==> src/rtl/avalon_mm_csr_slave_if.sv <==
// Avalon-MM command/response bundle between a CSR master and the register bank.
// Handshake: no waitrequest; read/write are accepted in the cycle they are high,
// and each accepted read returns exactly one readdatavalid pulse, in order.
interface avalon_mm_csr_slave_if #(
    parameter int DATA_WIDTH = 32,
    parameter int ADDR_WIDTH = 32
);
    logic [ADDR_WIDTH-1:0] address;
    logic                  read;
    logic                  write;
    logic [DATA_WIDTH-1:0] writedata;
    logic [DATA_WIDTH-1:0] readdata;
    logic                  readdatavalid;

    modport master (
        output address, read, write, writedata,
        input  readdata, readdatavalid
    );

    modport slave (
        input  address, read, write, writedata,
        output readdata, readdatavalid
    );
endinterface

==> src/rtl/avalon_mm_csr_slave.sv <==
// Avalon-MM CSR bank: ID, CTRL, sticky W1C STATUS, scratch registers, pipelined reads.
// Define AVMM_CSR_CYCLE_CNT_EN to add the free-running CYCLE_CNT register at address 3.
module avalon_mm_csr_slave #(
    parameter int          DATA_WIDTH   = 32,
    parameter int          ADDR_WIDTH   = 32,
    parameter int          READ_LATENCY = 2,
    parameter int          NUM_SCRATCH  = 4,
    parameter logic [31:0] ID_VALUE     = 32'hC0DE_0001
) (
    input  logic                              clk,
    input  logic                              rst,
    avalon_mm_csr_slave_if.slave              bus,
    input  logic                              event_in,
    output logic [DATA_WIDTH-1:0]             ctrl_out
);
    localparam logic [DATA_WIDTH-1:0] ID_WORD   = DATA_WIDTH'(ID_VALUE);
    localparam logic [DATA_WIDTH-1:0] DEAD_WORD = DATA_WIDTH'(32'hDEAD_BEEF);

    logic [DATA_WIDTH-1:0] ctrl;
    logic [2:0]            status;
    logic [DATA_WIDTH-1:0] scratch   [NUM_SCRATCH];
    logic                  pipe_valid[READ_LATENCY];
    logic [DATA_WIDTH-1:0] pipe_data [READ_LATENCY];

    logic [DATA_WIDTH-1:0] rd_now;
    logic                  mapped;
    logic                  accept_read;
    logic [2:0]            status_set;
    logic [2:0]            status_clr;

`ifdef AVMM_CSR_CYCLE_CNT_EN
    logic [DATA_WIDTH-1:0] cycle_cnt;

    always_ff @(posedge clk or posedge rst) begin
        if (rst) begin
            cycle_cnt <= '0;
        end else begin
            cycle_cnt <= cycle_cnt + 1'b1;
        end
    end
`endif

    always_comb begin
        rd_now = '0;
        mapped = 1'b0;
        if (bus.address == ADDR_WIDTH'(0)) begin
            rd_now = ID_WORD;
            mapped = 1'b1;
        end
        if (bus.address == ADDR_WIDTH'(1)) begin
            rd_now = ctrl;
            mapped = 1'b1;
        end
        if (bus.address == ADDR_WIDTH'(2)) begin
            rd_now = {{(DATA_WIDTH-3){1'b0}}, status};
            mapped = 1'b1;
        end
`ifdef AVMM_CSR_CYCLE_CNT_EN
        if (bus.address == ADDR_WIDTH'(3)) begin
            rd_now = cycle_cnt;
            mapped = 1'b1;
        end
`endif
        for (int i = 0; i < NUM_SCRATCH; i++) begin
            if (bus.address == ADDR_WIDTH'(4 + i)) begin
                rd_now = scratch[i];
                mapped = 1'b1;
            end
        end
        if (!mapped) begin
            rd_now = DEAD_WORD;
        end
    end

    // A simultaneous write wins; the read is dropped and flagged as a protocol error.
    assign accept_read = bus.read && !bus.write;
    assign status_set  = {(bus.read || bus.write) && !mapped, bus.read && bus.write, event_in};
    assign status_clr  = (bus.write && bus.address == ADDR_WIDTH'(2)) ? bus.writedata[2:0] : 3'b000;

    always_ff @(posedge clk or posedge rst) begin
        if (rst) begin
            ctrl   <= '0;
            status <= '0;
            for (int i = 0; i < NUM_SCRATCH; i++) begin
                scratch[i] <= '0;
            end
            for (int i = 0; i < READ_LATENCY; i++) begin
                pipe_valid[i] <= 1'b0;
                pipe_data[i]  <= '0;
            end
        end else begin
            if (bus.write) begin
                if (bus.address == ADDR_WIDTH'(1)) begin
                    ctrl <= bus.writedata;
                end
                for (int i = 0; i < NUM_SCRATCH; i++) begin
                    if (bus.address == ADDR_WIDTH'(4 + i)) begin
                        scratch[i] <= bus.writedata;
                    end
                end
            end
            // Set has priority over a same-cycle write-1-to-clear.
            status <= (status & ~status_clr) | status_set;

            // Data is zeroed at entry so readdata is 0 whenever the pulse is low.
            pipe_valid[0] <= accept_read;
            pipe_data[0]  <= accept_read ? rd_now : '0;
            for (int i = 1; i < READ_LATENCY; i++) begin
                pipe_valid[i] <= pipe_valid[i-1];
                pipe_data[i]  <= pipe_data[i-1];
            end
        end
    end

    assign bus.readdata      = pipe_data[READ_LATENCY-1];
    assign bus.readdatavalid = pipe_valid[READ_LATENCY-1];
    assign ctrl_out          = ctrl;
endmodule

==> src/flat_wrapper.sv <==
// flat-port wrapper written by rule: the top's interface ports become plain ports
module avalon_mm_csr_slave_flat 
#(
    parameter int          DATA_WIDTH   = 32,
    parameter int          ADDR_WIDTH   = 32,
    parameter int          READ_LATENCY = 2,
    parameter int          NUM_SCRATCH  = 4,
    parameter logic [31:0] ID_VALUE     = 32'hC0DE_0001
)
  (clk, rst, event_in, ctrl_out, bus_address, bus_read, bus_write, bus_writedata, bus_readdata, bus_readdatavalid);
  avalon_mm_csr_slave_if #(.DATA_WIDTH(DATA_WIDTH), .ADDR_WIDTH(ADDR_WIDTH)) bus_i ();
  input  logic clk;
  input  logic rst;
  input  logic event_in;
  output logic [DATA_WIDTH-1:0] ctrl_out;
  input wire logic [$bits(bus_i.address)-1:0] bus_address;
  input wire logic [$bits(bus_i.read)-1:0] bus_read;
  input wire logic [$bits(bus_i.write)-1:0] bus_write;
  input wire logic [$bits(bus_i.writedata)-1:0] bus_writedata;
  output wire logic [$bits(bus_i.readdata)-1:0] bus_readdata;
  output wire logic [$bits(bus_i.readdatavalid)-1:0] bus_readdatavalid;
  assign bus_i.address = bus_address;
  assign bus_i.read = bus_read;
  assign bus_i.write = bus_write;
  assign bus_i.writedata = bus_writedata;
  assign bus_readdata = bus_i.readdata;
  assign bus_readdatavalid = bus_i.readdatavalid;
  avalon_mm_csr_slave #(.DATA_WIDTH(DATA_WIDTH), .ADDR_WIDTH(ADDR_WIDTH), .READ_LATENCY(READ_LATENCY), .NUM_SCRATCH(NUM_SCRATCH), .ID_VALUE(ID_VALUE)) u_core (.clk(clk), .rst(rst), .bus(bus_i), .event_in(event_in), .ctrl_out(ctrl_out));
endmodule
==> config.mk <==
export PLATFORM = sky130hd
export DESIGN_NAME = avalon_mm_csr_slave_flat
export DESIGN_NICKNAME = d
export VERILOG_FILES = /design/src/rtl/avalon_mm_csr_slave_if.sv /design/src/rtl/avalon_mm_csr_slave.sv /design/src/flat_wrapper.sv
export SDC_FILE = /design/constraint.sdc
export NUM_CORES = 1
export LEC_CHECK = 0
export BUFFER_PORTS_ARGS = -buffer_cell sky130_fd_sc_hd__buf_2
export CORE_ASPECT_RATIO = 1.2
export CORE_UTILIZATION = 45
export CTS_BUF_LIST = sky130_fd_sc_hd__clkbuf_2
export DETAILED_ROUTE_END_ITERATION = 10
export PLACE_DENSITY = 0.7
export SYNTH_ARGS = -nofsm -noshare
export SYNTH_HDL_FRONTEND = slang
export SYNTH_SLANG_ARGS = --single-unit
==> constraint.sdc <==
create_clock -name clk -period 14.89 [get_ports clk]
set_input_delay 1.489 -clock clk [delete_from_list [all_inputs] [get_ports clk]]
set_output_delay 1.489 -clock clk [all_outputs]
set_load 0.005 [all_outputs]
### Word-level counts from Yosys, hierarchy flattened

Cells that the tools add are included.

| storage, ports and cells | value |
|---|---|
| bits of input ports | 69 |
| output and inout bits | 65 |
| logic and storage cells | 49 |
| register bits | 229 |

| operators by class | value |
|---|---|
| bitwise operators | 3 |
| muxes and demuxes | 17 |
| reductions and logical operators | 13 |
| equality and inequality tests | 6 |

Operators by type and width:

| cell | number |
|---|---|
| 32-bit 2-to-1 mux | 9 |
| 32-bit by 3-bit == test with 1-bit output, second input constant | 4 |
| 32-bit by 1-bit == test with 1-bit output, second input constant | 1 |
| 32-bit by 2-bit == test with 1-bit output, second input constant | 1 |
| 32-bit zero test | 1 |
| 2-bit AND reduction | 5 |
| 1-bit 2-to-1 mux | 7 |
| 1-bit logical AND | 4 |
| 3-bit bitwise AND | 1 |
| 3-bit 2-to-1 mux | 1 |
| 3-bit NOT | 1 |
| 3-bit bitwise OR | 1 |
| 1-bit zero test | 2 |
| 1-bit logical OR | 1 |

### Logic depth before layout (Yosys ltp)

Gate-level depths: netlist of the first run.

| logic depth | value |
|---|---|
| depth after elaboration | 11 |
| gate-level depth with buffers | 8 |
| mapped depth without buffers | 5 |

### Worst setup path before layout of the first run

OpenSTA, ideal clock, no wires.

| path | value |
|---|---|
| kind | in2reg |
| from | input bus_address[14] |
| to | register u_core.ctrl[0], in the netlist u_core.ctrl_out[0] |
| setup time | 0.128 ns |
| data required time | 14.762 ns |
| path buffers | 2 |
| path slack | 11.775 ns |
| data arrival time | 2.987 ns |
| stages | 7 |
| path through | nor4_2 nand4_1 nor2_1 and3_1 buf_2 buf_4 mux2_1 |

| between the ends | value |
|---|---|
| cells in the longest elaborated chain, start to end | 2 |

Ends and longest elaborated chain:

| what | RTL line | source |
|---|---|---|
| from (decl) | flat_wrapper.sv:16 | `input wire logic [$bits(bus_i.address)-1:0] bus_address;` |
| 32-bit by 1-bit == test with 1-bit output | avalon_mm_csr_slave.sv:93 | `if (bus.address == ADDR_WIDTH'(1)) begin` |
| 2-bit AND reduction (no line) | -- |  |
| to (signal assigned) | avalon_mm_csr_slave.sv:94 | `ctrl <= bus.writedata;` |
| to (decl) | avalon_mm_csr_slave.sv:19 | `logic [DATA_WIDTH-1:0] ctrl;` |

Every way passes these cells.
A chain may end at the register's enable or synchronous reset.

### Final worst setup path of the first run

| path | value |
|---|---|
| from | input bus_address[2] |
| to | register u_core.scratch[78] in the netlist's numbering |

| between the ends | value |
|---|---|
| cells in the longest elaborated chain, start to end | 2 |

Ends and longest elaborated chain:

| what | RTL line | source |
|---|---|---|
| 32-bit by 3-bit == test with 1-bit output | avalon_mm_csr_slave.sv:97 | `if (bus.address == ADDR_WIDTH'(4 + i)) begin` |
| 2-bit AND reduction (no line) | -- |  |
| to (signal, indexed assignment) | avalon_mm_csr_slave.sv:98 | `scratch[i] <= bus.writedata;` |
| to (decl) | avalon_mm_csr_slave.sv:21 | `logic [DATA_WIDTH-1:0] scratch [NUM_SCRATCH];` |

Every way passes these cells.

==> run summary, run 1 <==
The run finished with clean final reports. Timing would allow up to 228 MHz. The largest fanout of any net on the critical path was 35. Summing the sequential cell areas from Yosys gives 60.5% of the chip area. After clock tree synthesis, the setup repair step added 0 buffers. Most instantiated flip-flop cell in the synthesis netlist: sky130_fd_sc_hd__dfrtp_1. The first detailed-routing pass ran for 9 iterations. The library cells used most frequently in the layout, excluding fill and tap cells, are 229 x sky130_fd_sc_hd__dfrtp_1, 133 x sky130_fd_sc_hd__buf_2, 93 x sky130_fd_sc_hd__mux2_2. For the headroom to the max-slew limit, the log shows 27.7%.

The number of hold buffers added after CTS was 0. The worst setup path is launched from an input pin. In the final layout, the share of cells above drive strength 1 is 38.1%.

The final critical-path required period is 4.38 ns. The logs give 13500 um for the placed wire-length estimate and 0.0598 ns for the worst setup skew after layout. Routability-driven placement finished with a final weighted congestion of 0.795.

The number of cells in the design after placement was 1028; the growth of design area from synthesis to finish was 11.5%. The run gives 0 as the number of maximum-capacitance violations. The clock input transition at the sequential cells of the worst setup and hold paths works out to 0.11 ns. The run gives 2 as the CTS H-tree depth. The run gives 83 as the largest net degree at the start of global routing.

The clock root buffer is sky130_fd_sc_hd__clkbuf_2. For this run, the post-layout net count is 887. Broken down by cell family, the worst path's largest delay share belongs to simple AND/OR/NAND/NOR gates. Across all layers, the routed design uses 6121 vias.

For the post-detailed-route count of antenna-violating nets, the log shows 0. The floorplan step set the die width to 134 um. Synthesis produced 698 cells.

The number of different library cells used by synthesis comes to 43. Clock latency on the worst-skew pair, taken at its later pin, is 0.82 ns. Fill cell instance count of the final layout: 1798. For the pin with the worst max-slew slack, the measured transition is 1.08 ns. TritonCTS built the clock tree.

Setup repair after global routing left no endpoint under its margin. The number of failing setup endpoints in the final timing report was 0. For the sum of overflow across all layers after global routing, the log shows 0. The final clock period utilization by the worst path is 29.4%. The initial antenna violation count is 2.

Walking the worst path, the cells encountered are buf_2 > nor2b_1 > nand3b_1 > nor3_4 > buf_4 > mux2_2. Across the VDD grid, the largest voltage drop is 0.0610 mV. Counting both buffers and inverters, the worst setup path holds a total of 2. After the flow finishes, the layout carries non-filler instances totaling 1125. The placed instances occupy a cell area of 10100 um^2.

The leading cell type in the layout, fill and taps excluded is sky130_fd_sc_hd__dfrtp_1. The initial cell density of the core was 46.3%; the die footprint was 21600 um^2. The logs give 0.00106 W for the overall power after layout and 35100 um for the first-pass GRT wire length.

Wire length per cell after detailed routing: 19.2 um. The tools report the post-cts resize count as 0. The min-delay analysis places its worst path in the category register to register. The number of buffers inserted during clock tree synthesis was 53. The logs give 15.56 ns for the worst endpoint required time and 229 for the number of clock sinks seen by CTS. The cell with the largest stage delay on the worst path is sky130_fd_sc_hd__nand3b_1. After synthesis, the share of flip-flops with an asynchronous set or reset is 100%. After detailed routing, the number of remaining DRC violations is 0. The signal arrival time at the worst endpoint was 5.05 ns.

The total negative slack was 0 ns; the number of global-route vias before repair was 6528. Dividing total power by cell area gives a power density of 100 nW/um^2. The setup path with the least slack is of type input pin to register. Row generation in the floorplan step produced 57 rows. Number of ports placed on the die boundary: 134. The run gives 21.0% as the aggregate global-route resource usage. The count of flip-flops with a built-in enable after synthesis is 0.

Summed over all layers, the routed wires come to 21700 um. For this block, the initial DRC count from the detailed router was 362. The minimum hold slack came out at 0.348 ns. During synthesis, Yosys emitted a total of 0 warnings. The final-report hold violation count is 0, and the y dimension of the die is 161 um. Summing every instance area after synthesis gives 9470 um^2. The total of flip-flops plus latches after synthesis works out to 229.

The buffer depth of the longest clock path was 3; the final-report max-slew violation count was 0. The maximum single-stage delay on the critical path works out to 0.80 ns. Summing all non-filler instances in the final layout gives an area of 10600 um^2.

The analysis attributes to cell leakage a power of 5.63 nW. The count of buffers added on input and output ports is 133. The synthesized netlist net count came out at 767. The kind of end point of the critical path is a register.

The area of the core region was 20500 um^2; the per-instance average area after synthesis was 13.6 um^2. Dividing the detail-routed via count by the number of cells gives 5.44.
[flip-flops by register name, summed over array words and instances (netlist names)]
signal and flops:
u_core.scratch 128, u_core.bus.readdata 32, u_core.ctrl_out 32, u_core.pipe_data 32, u_core.status 3, u_core.bus.readdatavalid 1
u_core.pipe_valid 1
[path summary, 6_finish.rpt]
kind / start / slack [ns] / depth (start not counted) / to
min in group asynchronous: rst / 0.73 / 2 / u_core.pipe_data[43]
worst max-delay path: bus_address[2] / 10.51 / 6 / u_core.scratch[78]
worst min-delay path: u_core.pipe_data[59] / 0.35 / 0 / u_core.bus.readdata[27]
worst min register to register: u_core.pipe_data[59] / 0.35 / 0 / u_core.bus.readdata[27]
max in group asynchronous: rst / 11.88 / 4 / u_core.ctrl_out[14]
worst max register to register: u_core.scratch[110] / 13.44 / 4 / u_core.pipe_data[46]
[metal layers]
| layer | track usage, % | part of all wire, % |
|---|---|---|
| met5 | 0 | 0 |
| met1 | 26.9 | 42 |
| met4 | 8.22 | 2.6 |
| met2 | 35.0 | 50 |
| met3 | 4.01 | 5.2 |
[kinds of logic after synthesis]
group / Yosys count / share of synthesized area [%]
flip-flops: 229 / 60.5
XOR/XNOR: 1 / 0.0925
multiplexers: 169 / 20.0
AND/OR/NAND/NOR: 93 / 5.20
buffers and inverters: 80 / 5.04
AO/OA/AOI/OAI: 126 / 9.14
[cells in the mapped netlist, types with 5 or more instances]
library cell                number  area share [%]
sky130_fd_sc_hd__a21oi_1        11            0.58
sky130_fd_sc_hd__a221oi_1       19             1.8
sky130_fd_sc_hd__a222oi_1        5            0.53
sky130_fd_sc_hd__a22o_1          7            0.65
sky130_fd_sc_hd__buf_2           9            0.48
sky130_fd_sc_hd__buf_4          44             3.5
sky130_fd_sc_hd__clkbuf_1       23            0.91
sky130_fd_sc_hd__dfrtp_1       229              60
sky130_fd_sc_hd__mux2_1         72             8.6
sky130_fd_sc_hd__mux2_2         93              11
sky130_fd_sc_hd__nand2_1        44             1.7
sky130_fd_sc_hd__nand2b_1        5            0.33
sky130_fd_sc_hd__nor2_1         11            0.44
sky130_fd_sc_hd__o2111ai_1       7            0.65
sky130_fd_sc_hd__o21ai_0        38             2.0
sky130_fd_sc_hd__o22ai_1        17             1.1
[through the flow]
| step | worst slack, ns | utilization [%] |
|---|---|---|
| floorplan | 7.12 | - |
| global placement | 9.74 | 49.3 |
| detailed placement | 9.67 | 49.3 |
| global route | 10.28 | 51.6 |
| finish | 10.51 | 51.6 |
| CTS | 10.53 | 51.6 |
[power by group]
group          leakage [nW]  internal (W)  switching (W)
clock network         0.349      0.000135       0.000239
registers              3.13      0.000628     0.00000158
logic                  2.15     0.0000162      0.0000399
total                  5.63      0.000780       0.000281
[layout make-up]
cell class / count / area, um^2 / share of cell area [%]
well taps: 265 / 332 / 3.14
clock inverters: 21 / 85.1 / 0.806
inverters: 3 / 18.8 / 0.178
repair buffers: 142 / 733 / 6.94
diodes: 2 / 5.00 / 0.0474
flip-flops and latches: 229 / 5730 / 54.3
clock buffers: 74 / 370 / 3.51
multi-input cells: 389 / 3280 / 31.1
No activity file was read; power rests on OpenSTA's default activity.
==> run 2, diff against run 1 <==
--- a/config.mk
+++ b/config.mk
@@ -10,7 +10,7 @@
 export CORE_UTILIZATION = 45
 export CTS_BUF_LIST = sky130_fd_sc_hd__clkbuf_2
 export DETAILED_ROUTE_END_ITERATION = 10
-export PLACE_DENSITY = 0.7
+export PLACE_DENSITY = 0.73
 export SYNTH_ARGS = -nofsm -noshare
 export SYNTH_HDL_FRONTEND = slang
 export SYNTH_SLANG_ARGS = --single-unit
==> constraint.sdc (replaced) <==
create_clock -name clk -period 3.79 [get_ports clk]
set_input_delay 0.379 -clock clk [delete_from_list [all_inputs] [get_ports clk]]
set_output_delay 0.379 -clock clk [all_outputs]
set_load 0.005 [all_outputs]
==> run 2 against run 1 <==
Compared with the run above:
- count of clock-buffer cells in the layout is 8 higher
- critical endpoint is now u_core.ctrl_out[15]
- via count is 4.6% higher
- combinational power grew to 4.5 times the previous value
- sequential cell count stayed put
- cell area is 4.9% higher
- highest routed layer unchanged
- sequential power grew to 3.9 times the previous value
- largest power group unchanged
==> run summary, run 2 (synthesis results as in run 1) <==
The placed wire-length estimate is 13200 um (-2.1%), and the cell leakage power is 5.87 nW (+4.2%). Largest register by flop count: u_core.scratch. The post-CTS setup-driven buffer insertion count was 0 (unchanged); the final clock period utilization by the worst path was 59.1%. The worst setup skew after layout was 0.0395 ns (-0.0203 ns); the growth of design area from synthesis to finish was 16.9%. The buffer depth of the longest clock path was 3 (unchanged); the y dimension of the die was 161 um (unchanged).

The sum of overflow across all layers after global routing was 0 (unchanged). The library cell used most frequently in the layout, excluding fill and tap cells, is sky130_fd_sc_hd__dfrtp_1. The tools report the area of the core region as 20500 um^2 (unchanged). The die footprint is 21600 um^2 (unchanged). The number of vias per cell works out to 5.45 (+0.12%). The library cells used most frequently in the layout, excluding fill and tap cells, are 229 x sky130_fd_sc_hd__dfrtp_1, 133 x sky130_fd_sc_hd__buf_2, 93 x sky130_fd_sc_hd__mux2_2. The critical path goes through dlygate4sd3_1 > buf_2 > nand4_1 > nor2_1 > and3_2 > buf_4 > mux2_1.

The headroom to the max-slew limit was 36.7% (+9.0 points); the number of iterations in the first detailed-routing pass was 5 (-4). The largest fanout of any net on the critical path works out to 14 (-60%). CTS placed an instance of sky130_fd_sc_hd__clkbuf_2 at the clock tree root. For the number of maximum-capacitance violations, the log shows 0 (unchanged). The weighted congestion at the end of routability-driven global placement is 0.792 (-0.40%), and the actual slew at the worst max-slew pin is 0.947 ns (-0.135 ns).

The flow ran to the end, and the final reports show no timing, DRC or antenna violations. First-pass GRT wire length: 35600 um (+1.4%). For the CTS H-tree depth, the log shows 2 (unchanged).

For the row count, the log shows 57 (unchanged). The initial antenna violation count was 1 (-1). The signal arrival time at the worst endpoint is 2.90 ns (-2.15 ns).

The tools report the core utilization of the finished layout as 54.1% (+2.5 points). Count of port buffers added during placement: 133 (unchanged). Number of flip-flops under the largest register name: 128 (unchanged).

The cell with the largest stage delay on the worst path was sky130_fd_sc_hd__and3_2. Fill cell instance count of the final layout: 1762 (-2.0%). The latest clock arrival within the worst-skew pair came out at 0.80 ns (-0.02 ns). The logs give 4.45 ns (-11.11 ns) for the worst endpoint required time and 46.3% (unchanged) for the initial cell density of the core. Setup repair after global routing left no endpoint under its margin. The logs give 21.2% (+0.28 points) for the aggregate global-route resource usage and 0.253 mV (+320%) for the worst vdd rail ir drop. The number of ports placed on the die boundary was 134 (unchanged).

Based on the critical path, the design can be clocked at up to 446 MHz. The kind of critical path was input pin to register. The path class of the lowest-slack min-delay path was input pin to asynchronous set/reset pin. The final critical-path required period was 2.24 ns; the net count of the finished layout was 936 (+5.5%).

The kind of cell with the highest combined delay along the critical path is simple AND/OR/NAND/NOR gates. The horizontal die dimension was 134 um (unchanged). The kind of end point of the critical path is a register. The final-report hold violation count came out at 0 (unchanged). For the sum of routed wire length over all layers, the log shows 21900 um (+1.0%). The total area of sequential cells is 5730 um^2 (unchanged), and the clock input transition at the sequential cells of the worst setup and hold paths is 0.11 ns (about the same). The multi-input gate area in the final layout is 3280 um^2 (unchanged), and the number of global-route vias before repair is 6665 (+2.1%). Wire length per cell after detailed routing: 18.6 um (-3.3%). The fraction of final layout cells sized beyond drive strength 1 was 37.7% (-0.38 points). TritonCTS built the clock tree. The power per cell area is 389 nW/um^2 (+290%).

For the total negative slack, the log shows 0 ns (unchanged). The number of buffers inserted during clock tree synthesis is 53 (unchanged). The run gives 479 (+32%) as the detailed router's first-iteration violation count. The maximum single-stage delay on the critical path came out at 0.54 ns (-0.26 ns). Largest net degree at the start of global routing: 140 (+69%). The number of buffers and inverters on the critical path came out at 3 (+1). The tools report the startpoint type of the worst setup path as an input pin. The number of failing setup endpoints in the final timing report is 0 (unchanged), and the via count of the routed design is 6401 (+4.6%). The number of clock sinks seen by CTS is 229 (unchanged), and the post-detailed-route count of antenna-violating nets is 0 (unchanged). The logs give 0 (unchanged) for the detailed-route DRC error count and 0 (unchanged) for the final-report max-slew violation count.
## run 2: worst paths after layout
check,startpoint,to,slack [ns],cells past startpoint
worst max-delay path,bus_write,u_core.ctrl_out[15],1.55,7
worst min register to register,u_core.pipe_data[58],u_core.bus.readdata[26],0.35,0
max in group asynchronous,rst,u_core.scratch[85],2.66,4
min in group clk,bus_address[0],u_core.pipe_data[39],0.16,5
worst max register to register,u_core.scratch[93],u_core.pipe_data[61],2.32,4
worst min-delay path,rst,u_core.pipe_data[40],0.07,3
## run 2: what timing repair did
| item | 4_1_cts | 5_1_grt |
|---|---|---|
| hold endpoints to repair | 237 | 0 |
| resized for setup | 0 | 0 |
| hold buffers | 40 | 0 |
## run 2: metal layers
| metal | vias up | global-route usage, % | share of wire [%] |
|---|---|---|---|
| li1 | 2892 | - | - |
| met3 | 32 | 4.86 | 7.3 |
| met2 | 252 | 34.4 | 49 |
| met1 | 3225 | 27.7 | 42 |
| met4 | 0 | 8.38 | 1.7 |
| met5 | - | 0 | 0 |
## run 2: worst register-to-register path: cells and delay by family (launching register included)
kind,cells,cell delay [ns]
AOI/OAI and AO/OA,2,0.65
DFF,1,0.38
muxes,1,0.26
and+or+nand+nor,1,0.08
## run 2: final cells by class
class                           instances  share of cell area, %
Sequential cell                       229                   51.8
Multi-Input combinational cell        389                   29.7
Timing Repair Buffer                  191                   11.0
Clock buffer                           82                   3.71
Tap cell                              265                   2.99
Clock inverter                         15                  0.768
Inverter                                3                  0.136
Antenna cell                            1                 0.0226
## run 2: per-stage QoR
step / std cells / hold WS [ns] / power, W / area [um^2] / setup slack, ns
3_3_place_gp: 1037 / 0.333 / 0.00275 / 10200 / 0.923
6_report: 1175 / 0.0709 / 0.00431 / 11100 / 1.55
4_1_cts: 1174 / 0.0353 / 0.00436 / 11100 / 1.60
5_1_grt: 1175 / 0.0393 / 0.00453 / 11100 / 1.48
3_5_place_dp: 1037 / 0.335 / 0.00275 / 10200 / 0.865
2_1_floorplan: 698 / 0.331 / 0.00265 / 9480 / 0.417
## run 2: power breakdown
part           internal [W]  switching, W
registers           0.00247    0.00000659
clock network      0.000641      0.000935
logic             0.0000928      0.000163
